--- config.mk ---
export PLATFORM = sky130hd
export DESIGN_NAME = bin2bcd_conv
export DESIGN_NICKNAME = d
export VERILOG_FILES = /design/src/rtl/bcd_pkg.sv /design/src/rtl/bcd_add3.sv /design/src/rtl/bin2bcd_conv.sv
export SDC_FILE = /design/constraint.sdc
export NUM_CORES = 1
export LEC_CHECK = 0
export ABC_AREA = 0
export BUFFER_PORTS_ARGS = -buffer_cell sky130_fd_sc_hd__buf_2
export CAP_MARGIN = 20
export CORE_MARGIN = 2
export CORE_UTILIZATION = 54
export CTS_BUF_LIST = sky130_fd_sc_hd__clkbuf_16
export DETAILED_ROUTE_END_ITERATION = 10
export PLACE_DENSITY_LB_ADDON = 0.15
export SKIP_CTS_REPAIR_TIMING = 1
export SLEW_MARGIN = 20
export SYNTH_ARGS = -nofsm -noshare
export SYNTH_HDL_FRONTEND = slang
export SYNTH_SLANG_ARGS = --single-unit
--- constraint.sdc ---
create_clock -name clk -period 2 [get_ports clk]
set_input_delay 0.3 -clock clk [delete_from_list [all_inputs] [get_ports clk]]
set_output_delay 0.3 -clock clk [all_outputs]
set_load 0.03 [all_outputs]
--- src/rtl/bcd_pkg.sv ---
// Shared BCD definitions for the binary-to-BCD converter.
// Holds digit constants, the converter state type and the digit-count helpers.
package bcd_pkg;

   localparam int BCD_DIGIT_W   = 4;
   localparam int BCD_MAX_DIGIT = 9;

   typedef enum logic [1:0] {
      IDLE,
      SHIFT,
      DONE
   } convState_t;

   // Decimal digits needed for the largest DATA_W-bit value, plus one guard digit
   function automatic int bcdDigitsFor(input int width);
      int value;
      int n;
      value = (1 << width) - 1;
      n = 0;
      for (int i = 0; i < 12; i++) begin
         if (value > 0) begin
            n++;
            value = value / 10;
         end
      end
      return n + 1;
   endfunction

   function automatic int pow10(input int n);
      int p;
      p = 1;
      for (int i = 0; i < 8; i++) begin
         if (i < n) p = p * 10;
      end
      return p;
   endfunction

endpackage

--- src/rtl/bcd_add3.sv ---
// Double-dabble digit correction: adds 3 to a BCD digit of 5 or more.
module bcd_add3
   import bcd_pkg::*;
(
   input  logic [BCD_DIGIT_W-1:0] i_digit,
   output logic [BCD_DIGIT_W-1:0] o_digit
);

   localparam int ADJ_MIN = (BCD_MAX_DIGIT + 1) / 2;

   logic w_adjust;

   assign w_adjust = (i_digit >= BCD_DIGIT_W'(ADJ_MIN));
   assign o_digit  = w_adjust ? (i_digit + BCD_DIGIT_W'(3)) : i_digit;

endmodule

--- src/rtl/bin2bcd_conv.sv ---
// Sequential binary-to-BCD converter using shift-and-add-3, one bit per cycle,
// with a valid/ready handshake on both sides and an out-of-range error flag.
module bin2bcd_conv
   import bcd_pkg::*;
#(
   parameter int DATA_W = 10,
   parameter int DIGITS = 3
) (
   input  logic                          clk,
   input  logic                          rst_n,
   input  logic                          in_valid,
   output logic                          in_ready,
   input  logic [DATA_W-1:0]             bin,
   output logic                          out_valid,
   input  logic                          out_ready,
   output logic [BCD_DIGIT_W*DIGITS-1:0] bcd,
   output logic                          error
);

   localparam int NEED_DIG = bcdDigitsFor(DATA_W);
   localparam int INT_DIG  = (NEED_DIG > DIGITS) ? NEED_DIG : DIGITS;
   localparam int FIELD_W  = INT_DIG * BCD_DIGIT_W;
   localparam int SR_W     = FIELD_W + DATA_W;
   localparam int OUT_W    = DIGITS * BCD_DIGIT_W;
   localparam int CNT_W    = $clog2(DATA_W + 1);
   localparam logic [31:0] LIMIT = 32'(pow10(DIGITS) - 1);

   convState_t         r_state;
   logic [SR_W-1:0]    r_shift;
   logic [CNT_W-1:0]   r_cnt;
   logic               r_inReady;
   logic               r_outValid;
   logic [OUT_W-1:0]   r_bcd;
   logic               r_error;

   logic [SR_W-1:0]    w_adjusted;
   logic [SR_W-1:0]    w_shifted;
   logic               w_errIn;

   // The BCD field sits above the binary operand; correct every digit before the shift
   for (genvar d = 0; d < INT_DIG; d++) begin : g_digit
      bcd_add3 u_add3 (
         .i_digit (r_shift[DATA_W + d*BCD_DIGIT_W +: BCD_DIGIT_W]),
         .o_digit (w_adjusted[DATA_W + d*BCD_DIGIT_W +: BCD_DIGIT_W])
      );
   end

   assign w_adjusted[DATA_W-1:0] = r_shift[DATA_W-1:0];
   assign w_shifted = w_adjusted << 1;
   assign w_errIn   = (32'(bin) > LIMIT);

   always_ff @(posedge clk) begin
      if (!rst_n) begin
         r_state    <= IDLE;
         r_shift    <= '0;
         r_cnt      <= '0;
         r_inReady  <= 1'b1;
         r_outValid <= 1'b0;
         r_bcd      <= '0;
         r_error    <= 1'b0;
      end else begin
         case (r_state)
            IDLE: begin
               if (in_valid) begin
                  r_shift   <= {{FIELD_W{1'b0}}, bin};
                  r_cnt     <= CNT_W'(DATA_W);
                  r_error   <= w_errIn;
                  r_inReady <= 1'b0;
                  r_state   <= SHIFT;
               end
            end
            SHIFT: begin
               r_shift <= w_shifted;
               r_cnt   <= r_cnt - CNT_W'(1);
               // Final step: publish the low digits, or zeros for an out-of-range operand
               if (r_cnt == CNT_W'(1)) begin
                  r_bcd      <= r_error ? '0 : w_shifted[DATA_W +: OUT_W];
                  r_outValid <= 1'b1;
                  r_state    <= DONE;
               end
            end
            DONE: begin
               if (out_ready) begin
                  r_outValid <= 1'b0;
                  r_inReady  <= 1'b1;
                  r_state    <= IDLE;
               end
            end
            default: begin
               r_inReady  <= 1'b1;
               r_outValid <= 1'b0;
               r_state    <= IDLE;
            end
         endcase
      end
   end

   assign in_ready  = r_inReady;
   assign out_valid = r_outValid;
   assign bcd       = r_bcd;
   assign error     = r_error;

endmodule

Word level (Yosys, flattened, before mapping)

Cells that the tools add are included.

$lt $le $gt $ge: 6
Reductions and logical operators: 8
Bitwise operators: 2
Multiplexer cells: 20
$add $sub $neg: 6
Equal/unequal tests: 6

Operators by type and width:

| cell                 | number |
|---|---|
| $pmux 30 s2          | 1 |
| $mux 30              | 1 |
| $ge 4x3->1 const B   | 5 |
| $mux 4               | 5 |
| $add 4x2->4 const B  | 4 |
| $mux 12              | 1 |
| $gt 10x10->1 const B | 1 |
| $reduce_and 3->1     | 3 |
| $pmux 4 s2           | 1 |
| $mux 2               | 3 |
| $ne 2x2->1 const B   | 3 |
| $pmux 1 s3           | 2 |
| $pmux 2 s3           | 1 |
| $reduce_and 2->1     | 3 |
| $eq 4x1->1 const B   | 1 |
| $mux 1               | 4 |
| $sub 4x1->4 const B  | 1 |
| $add 3x2->3 const B  | 1 |
| $mux 3               | 1 |
| $eq 2x1->1 const B   | 1 |
| $eq 2x2->1 const B   | 1 |
| $logic_not 2->1      | 1 |
| $not 1->1            | 2 |
| $reduce_bool 2->1    | 1 |

Flip-flop bits (word level): 51
Input port bits: 14
Output and inout bits: 15
Logic and storage cells: 55

Depth between registers and ports, before layout

Gate-level depths: netlist of run 1.

Depth in word-level cells: 3
Depth in mapped cells: 7
Mapped depth without buffers: 6

By module

A second synthesis of run 1 with hierarchy kept.

Cell total of the unflattened synthesis: 218
Area total of the unflattened synthesis: 1994.4 µm²

By module, submodules not included:

| module       | area an instance (µm²) | instances | sequential area each (µm²) | cells an instance |
|---|---|---|---|---|
| bin2bcd_conv | 1690.4                 | 1         | 860.8                      | 170 |
| bcd_add3     | 101.3                  | 3         | 0.0                        | 16 |

Worst setup path after synthesis of run 1

OpenSTA, ideal clock, no wires.

Path type: reg-to-reg
From: reg r_shift[19]
To: reg r_shift[20]
Path slack: 0.585 ns
Path buffers: 0
Arrival: 1.341 ns
Clock period less this slack: 1.415 ns
Library setup time: 0.074 ns
Data required time: 1.926 ns
Cell stages (with the launch flop): 7
Cells stage by stage: dfxtp_1 inv_1 ha_1 nand2b_1 a21oi_1 mux2_2 o21ai_0

Longest elaborated chain between the ends: 3
Elaborated cells between the ends (all ways): 4
Classes of those cells: 1 x add/sub; 1 x order compare; 2 x mux

RTL lines:

| element                                          | line                           | text |
|---|---|---|
| start, declared                                  | bin2bcd_conv.sv:29             | `logic [SR_W-1:0] r_shift;` |
| start signal, assigned                           | bin2bcd_conv.sv:65             | `r_shift <= {{FIELD_W{1'b0}}, bin};` |
| start signal, assigned                           | bin2bcd_conv.sv:73             | `r_shift <= w_shifted;` |
| $add 4x2->4 / $ge 4x3->1 (equally long branches) | bcd_add3.sv:14, bcd_add3.sv:13 |  |
| $mux 4 *                                         | bcd_add3.sv:14                 | `assign o_digit = w_adjust ? (i_digit + BCD_DIGIT_W'(3)) : i_digit;` |
| $pmux 30 s2 *                                    | bin2bcd_conv.sv:62             | `case (r_state)` |

Mark *: on every way between the ends. The rest lies on a longest branch, timed or not.
A chain may end at the register's enable or synchronous reset.

Final worst setup path of run 1

From: reg r_cnt[0]
To: reg r_bcd[6], in the netlist bcd[6]

Longest elaborated chain between the ends: 2

RTL lines:

| element                    | line               | text |
|---|---|---|
| start, declared            | bin2bcd_conv.sv:30 | `logic [CNT_W-1:0] r_cnt;` |
| start signal, assigned     | bin2bcd_conv.sv:66 | `r_cnt <= CNT_W'(DATA_W);` |
| start signal, assigned     | bin2bcd_conv.sv:74 | `r_cnt <= r_cnt - CNT_W'(1);` |
| $eq 4x1->1                 | bin2bcd_conv.sv:76 | `if (r_cnt == CNT_W'(1)) begin` |
| $reduce_and 2->1 (no line) | n/a                |  |
| end signal, assigned       | bin2bcd_conv.sv:77 | `r_bcd <= r_error ? '0 : w_shifted[DATA_W +: OUT_W];` |
| end, declared              | bin2bcd_conv.sv:33 | `logic [OUT_W-1:0] r_bcd;` |

No other way between the ends.

==> run_results.csv, run 1 <==
group,metric,value,unit
die,dieArea,4100,um2
sta,setup_viol,0,
pwr,p_int,1.39,mW
place,hpwl,2.70,mm
sta,fin_skew,0.00190,ns
worst_setup_path,cp_slowest_cell,"dfxtp_1",
yosys,syn_inst,218,
yosys,synth_edf_count,0,
sta,period_minus_slack,1.64,ns
detailed_routing,wl_per_cell,13.5,um
yosys,seq_area_frac_synth,44.2,%
clock_network,cts_buffers,5,
clock_network,cts_tree,"yes",
yosys,synth_cell_types,40,
sta,slew_viol_final,0,
detailed_routing,wl_met2,1.84,mm
sta,hold_viol,0,
detailed_routing,wl_met3,201,um
layout,fin_nets,265,
layout,layout_commonest_cell,"dfxtp_1",
pwr,irDropWorstVdd,0.618,mV
yosys,synthArstFlopShare,0,%
pwr,p_leak,0.880,nW
yosys,synth_nets,240,
clock_network,clk_pin_slew,0.06,ns
die,die_w,64.0,um
clock_network,cts.sinks,43,
die,core,3390,um2
status,status,"completed",
grt,grt_use_total,20.4,%
worst_setup_path,cp_max_fo,19,
worst_setup_path,arrival,1.86,ns
pwr,p_seq_share,49.6,%
detailed_routing,first_pass_iters,6,
detailed_routing,drcViolationCount,0,
detailed_routing,ant_nets,0,
detailed_routing,via_per_inst,5.67,
grt,grt_pass1_vias,1469,
yosys,ys.flop_type,"dfxtp_1",
grt,overflow,0,
worst_setup_path,path_cells,"ha_1, nor3b_2, nand2_2, nor2_1, a32o_1",
grt,grt_pass1_wl,6.61,mm
die,io_pins,29,
layout,area_growth,14.3,%
detailed_routing,wl,3.92,mm
detailed_routing,drt_iter0_markers,83,
sta,fin_crit_sh,81.9,%
detailed_routing,top_signal_layer_used,"met4",
clock_network,htree_levels,2,
sta,slew_headroom,63.7,%
place,numPortBuffers,28,
grt,antenna_found_initial,0,
die,start_util,57.4,%
clock_network,cts_root_buf,"clkbuf_16",
sta,fmax,0.611,GHz
yosys,syn_area,1950,um2
detailed_routing,drt-met1-wl,1.82,mm
clock_network,cts_buffer_depth,2,
pwr,powerDensity,822,nW/um2
yosys,synth.largest_area_cell,"dfxtp_1",
worst_setup_path,rrSetupSlack,0.36,ns
yosys,synth.top_cell.area_share,44.2,%
worst_setup_path,path_class,"flip-flop to flip-flop",
sta,rsz0062_at_grt,"false",
layout,final_core_util,65.7,%
yosys,ys_warn_count,0,
min_path,holdCritPathClass,"input pin to flip-flop",
layout,layout-drive-gt1-share,18.9,%
sta,fin_tns_setup,0,ns
worst_setup_path,required,2.22,ns
pwr,p_switching,435,uW
pwr,p_comb_share,9.2,%
yosys,ys_ff_latch,43,
grt,grt_max_degree,25,
die,std_cell_rows,21,
flow_run,cap_viol_max_count,0,
detailed_routing,vias,1645,
worst_setup_path,crit_path_start_kind,"flip-flop",
worst_setup_path,slowest_delay,0.39,ns
pwr,clockPowerShare,41.2,%
clock_network,worst_skew_pair.late_latency,0.28,ns
worst_setup_path,worstSetupEndpointType,"flip-flop",
sta,tightestPinTransition,0.544,ns
yosys,syn_avg_cell_area,8.93,um2
pwr,switching_share,23.8,%
place,place.gp.congestion,0.784,
layout,diodes,0,
die,dieHeight,64.0,um
layout,final_cell_mix,"dfxtp_1 (43), a21oi_1 (28), buf_2 (28), nand2_1 (16)",
yosys,ys_top_cells_by_area,"dfxtp_1 (44%), a21oi_1 (7.2%), ha_1 (5.1%)",
-- kinds of logic after synthesis --
kind of cell / count (synthesis) / synth area share [%]
muxes: 3 / 1.61
buffers and inverters: 24 / 6.36
DFF: 43 / 44.2
adders and majority gates: 8 / 5.14
AOI/OAI and AO/OA: 68 / 21.9
xor gates and xnor gates: 3 / 1.35
and+or+nand+nor: 69 / 19.4
-- area by class of cell --
type / instances / area (um2)
clock buffers: 5 / 125
multi-input cells: 151 / 962
well taps: 46 / 57.6
repair buffers: 32 / 170
fillers: 302 / 1160
inverters: 10 / 37.5
clock inverters: 3 / 12.5
flip-flops and latches: 43 / 861
-- layer usage --
layer  GRT usage (%)  vias to the layer above
li1                -                      843
met2            33.6                       36
met1            25.8                      760
met5               0                        -
met3            4.75                        6
met4            7.61                        0
-- Yosys cell counts, types with 2 or more instances --
cell type,count
nand2b_1,4
xnor2_1,3
buf_2,6
o21ai_1,4
dfxtp_1,43
clkbuf_1,4
nor3b_1,6
nand4_1,5
o31ai_1,3
nor3b_2,2
inv_1,10
ha_1,8
mux2i_1,2
a31o_2,2
o21ai_0,9
a22oi_1,9
o21a_1,3
nand2_1,16
nor2_1,11
and3_1,2
a32o_1,6
nand3_1,12
a21oi_1,28
buf_6,3
nor4_1,2
-- state kept, by name, indices dropped and copies added (netlist names) --
name and flops:
bcd 12, error 1, in_ready 1, out_valid 1, r_cnt 4, r_shift 22, r_state 2
-- path summary, 6_finish.rpt --
path                    from    endpoint  depth (start not counted)
setup / recovery    r_cnt[0]      bcd[6]                          5
hold / removal        bin[0]  r_shift[0]                          3
setup reg to reg    r_cnt[0]      bcd[6]                          5
hold reg to reg   r_shift[3]  r_shift[3]                          2
-- power groups by stage --
stage	Clock, mW	Sequential [mW]	Combinational, mW
floorplan	0	0.924	0.129
global placement	0	0.925	0.166
detailed placement	0	0.926	0.169
CTS	0.764	0.908	0.170
global route	0.798	0.912	0.191
finish	0.755	0.908	0.168
-- through the flow --
stage | hold slack [ns] | power, mW | setup slack, ns | instance area (um2) | cells
2_1_floorplan | 0.436 | 1.05 | 0.585 | 1950 | 218
3_3_place_gp | 0.444 | 1.09 | 0.464 | 2090 | 282
3_5_place_dp | 0.449 | 1.09 | 0.375 | 2090 | 282
4_1_cts | 0.256 | 1.84 | 0.365 | 2230 | 290
5_1_grt | 0.266 | 1.90 | 0.258 | 2230 | 290
6_report | 0.252 | 1.83 | 0.363 | 2230 | 290
-- worst max-delay path: cells and delay by family (launching register included) --
kind	cells	cell delay, ns
AND/OR/NAND/NOR	3	0.86
flip-flops	1	0.39
AO/OA/AOI/OAI	1	0.17
adder cells (fa/ha/maj)	1	0.16
(Power assumes the default switching activity.)
==> run 2, diff against run 1 <==
--- a/config.mk
+++ b/config.mk
@@ -9,7 +9,7 @@
 export BUFFER_PORTS_ARGS = -buffer_cell sky130_fd_sc_hd__buf_2
 export CAP_MARGIN = 20
 export CORE_MARGIN = 2
-export CORE_UTILIZATION = 54
+export CORE_UTILIZATION = 50
 export CTS_BUF_LIST = sky130_fd_sc_hd__clkbuf_16
 export DETAILED_ROUTE_END_ITERATION = 10
 export PLACE_DENSITY_LB_ADDON = 0.15
==> constraint.sdc (replaced) <==
create_clock -name clk -period 1.45 [get_ports clk]
set_input_delay 0.2175 -clock clk [delete_from_list [all_inputs] [get_ports clk]]
set_output_delay 0.2175 -clock clk [all_outputs]
set_load 0.03 [all_outputs]
==> run 2 against run 1 <==
Compared with the run above:
- via count is 6.3% higher
- largest cell class unchanged
- first-iteration DRC count increased by 16%
- core utilization is 1.6 points higher
==> run_results.csv, run 2 (synthesis gave the netlist of run 1 again) <==
group,metric,value,unit
pwr,p_seq_share,48.2,%
pwr,p_int,1.97,mW
pwr,p_switching,631,uW
detailed_routing,vias,1748,
grt,grt_use_total,22.1,%
grt,grt_pass1_vias,1564,
detailed_routing,drcViolationCount,0,
clock_network,cts_buffers,5,
detailed_routing,drt_iter0_markers,96,
worst_setup_path,crit_path_start_kind,"flip-flop",
clock_network,htree_levels,2,
clock_network,cts_tree,"yes",
min_path,holdCritPathClass,"input pin to flip-flop",
layout,largest-register,"r_shift",
layout,final_cell_mix,"dfxtp_1 (36), buf_2 (28), a21oi_1 (24), buf_4 (23), nand2_1 (16)",
layout,area_growth,28.3,%
pwr,irDropWorstVdd,0.725,mV
die,std_cell_rows,22,
worst_setup_path,worstSetupEndpointType,"flip-flop",
worst_setup_path,rr_worst_depth,6,
layout,largest_reg_flops,22,
grt,overflow,0,
flow_run,cap_viol_max_count,0,
sta,hold_viol,0,
layout,fillerInstances,322,
grt,antenna_found_initial,0,
layout,final_area,2500,um2
sta,fin_skew,0.00381,ns
min_path,hold_depth,3,
clock_network,cts_buffer_depth,2,
die,dieHeight,66.4,um
die,io_pins,29,
detailed_routing,via_per_inst,5.62,
grt,grt_pass1_wl,7.29,mm
clock_network,worst_skew_pair.late_latency,0.28,ns
place,numPortBuffers,28,
worst_setup_path,arrival,1.62,ns
detailed_routing,wl_per_cell,14.3,um
die,dieArea,4410,um2
worst_setup_path,cp_slowest_cell,"mux2_4",
sta,rsz0062_at_grt,"true",
sta,period_minus_slack,1.40,ns
layout,fin_nets,285,
layout,regArea,870,um2
worst_setup_path,slowest_delay,0.33,ns
sta,setup_viol,0,
grt,grt_max_degree,15,
sta,tightestPinTransition,0.368,ns
pwr,powerDensity,1040,nW/um2
detailed_routing,wl,4.45,mm
die,start_util,52.4,%
pwr,p_comb_share,11.4,%
sta,slew_viol_final,0,
pwr,switching_share,24.3,%
pwr,p_leak,0.998,nW
sta,slew_headroom,75.4,%
clock_network,cts.sinks,43,
layout,diodes,0,
place,hpwl,2.96,mm
pwr,total_power,2.60,mW
layout,multi_input_area,1070,um2
worst_setup_path,path_class,"flip-flop to flip-flop",
sta,fin_crit_sh,96.7,%
die,die_w,66.4,um
place,place.gp.congestion,0.770,
worst_setup_path,required,1.67,ns
clock_network,clk_pin_slew,0.06,ns
sta,fmax,0.713,GHz
pwr,clockPowerShare,40.4,%
layout,layout_commonest_cell,"dfxtp_1",
worst_setup_path,path_cells,"inv_1, ha_1, nand2b_4, a21oi_2, mux2_4, o21ai_2",
worst_setup_path,cp_max_fo,3,
detailed_routing,first_pass_iters,5,
layout,layout-drive-gt1-share,35.7,%
detailed_routing,ant_nets,0,
place,placed_area,2240,um2
clock_network,cts_root_buf,"clkbuf_16",
status,status,"completed",
die,core,3720,um2
## run 2: changes by cell type in the layout (fill, tap and decap cells not counted), sizes merged
cell | previous run | this run
inv | 12 | 10
clkinv | 1 | 2
buf | 32 | 52
## run 2: layout make-up
cell class / instances / share of cell area (%)
inverter: 10 / 1.50
sequential: 43 / 34.8
timing repair buffer: 52 / 13.0
tap: 48 / 2.40
multi-input combinational: 151 / 43.0
clock inverter: 2 / 0.351
clock buffer: 5 / 5.01
## run 2: critical path: cells and delay by family, from the launching register on
family                     cells  cell delay (ns)
muxes                          1             0.33
AOI/OAI and AO/OA              2             0.31
adders and majority gates      1             0.18
DFF                            1             0.32
buffers and inverters          1             0.06
and+or+nand+nor                1             0.14
## run 2: per-stage QoR
step | util, % | TNS (ns) | hold slack [ns] | cells | setup slack (ns)
final | 67.2 | 0 | 0.177 | 311 | 0.0480
after global routing | 67.2 | -0.0762 | 0.180 | 311 | -0.0294
after CTS | 63.9 | -0.486 | 0.178 | 311 | -0.104
after detailed placement | 60.3 | -0.243 | 0.449 | 304 | -0.0654
after global placement | 60.3 | -0.0312 | 0.442 | 304 | -0.0312
after floorplan | - | 0 | 0.354 | 218 | 0.0348
## run 2: final timing paths
check	from	slack [ns]	end
worst min-delay path	bin[0]	0.18	r_shift[0]
worst max-delay path	r_shift[19]	0.05	bcd[10]
worst min register to register	bcd[0]	0.46	bcd[0]
worst max register to register	r_shift[19]	0.05	bcd[10]
## run 2: power groups by stage
stage / sequential, mW / clock [mW] / combinational (mW)
2_1_floorplan: 1.28 / 0 / 0.178
3_3_place_gp: 1.27 / 0 / 0.276
3_5_place_dp: 1.27 / 0 / 0.279
4_1_cts: 1.25 / 1.07 / 0.282
5_1_grt: 1.26 / 1.11 / 0.328
6_report: 1.25 / 1.05 / 0.296
## run 2: layer usage
metal / part of all wire (%) / vias to the layer above / track usage, % / routed length, um
li1: - / 883 / - / -
met1: 48 / 824 / 30.4 / 2140
met5: 0 / - / 0 / 0
met4: 0.81 / 0 / 8.42 / 36
met2: 47 / 39 / 33.8 / 2070
met3: 4.5 / 2 / 4.60 / 200
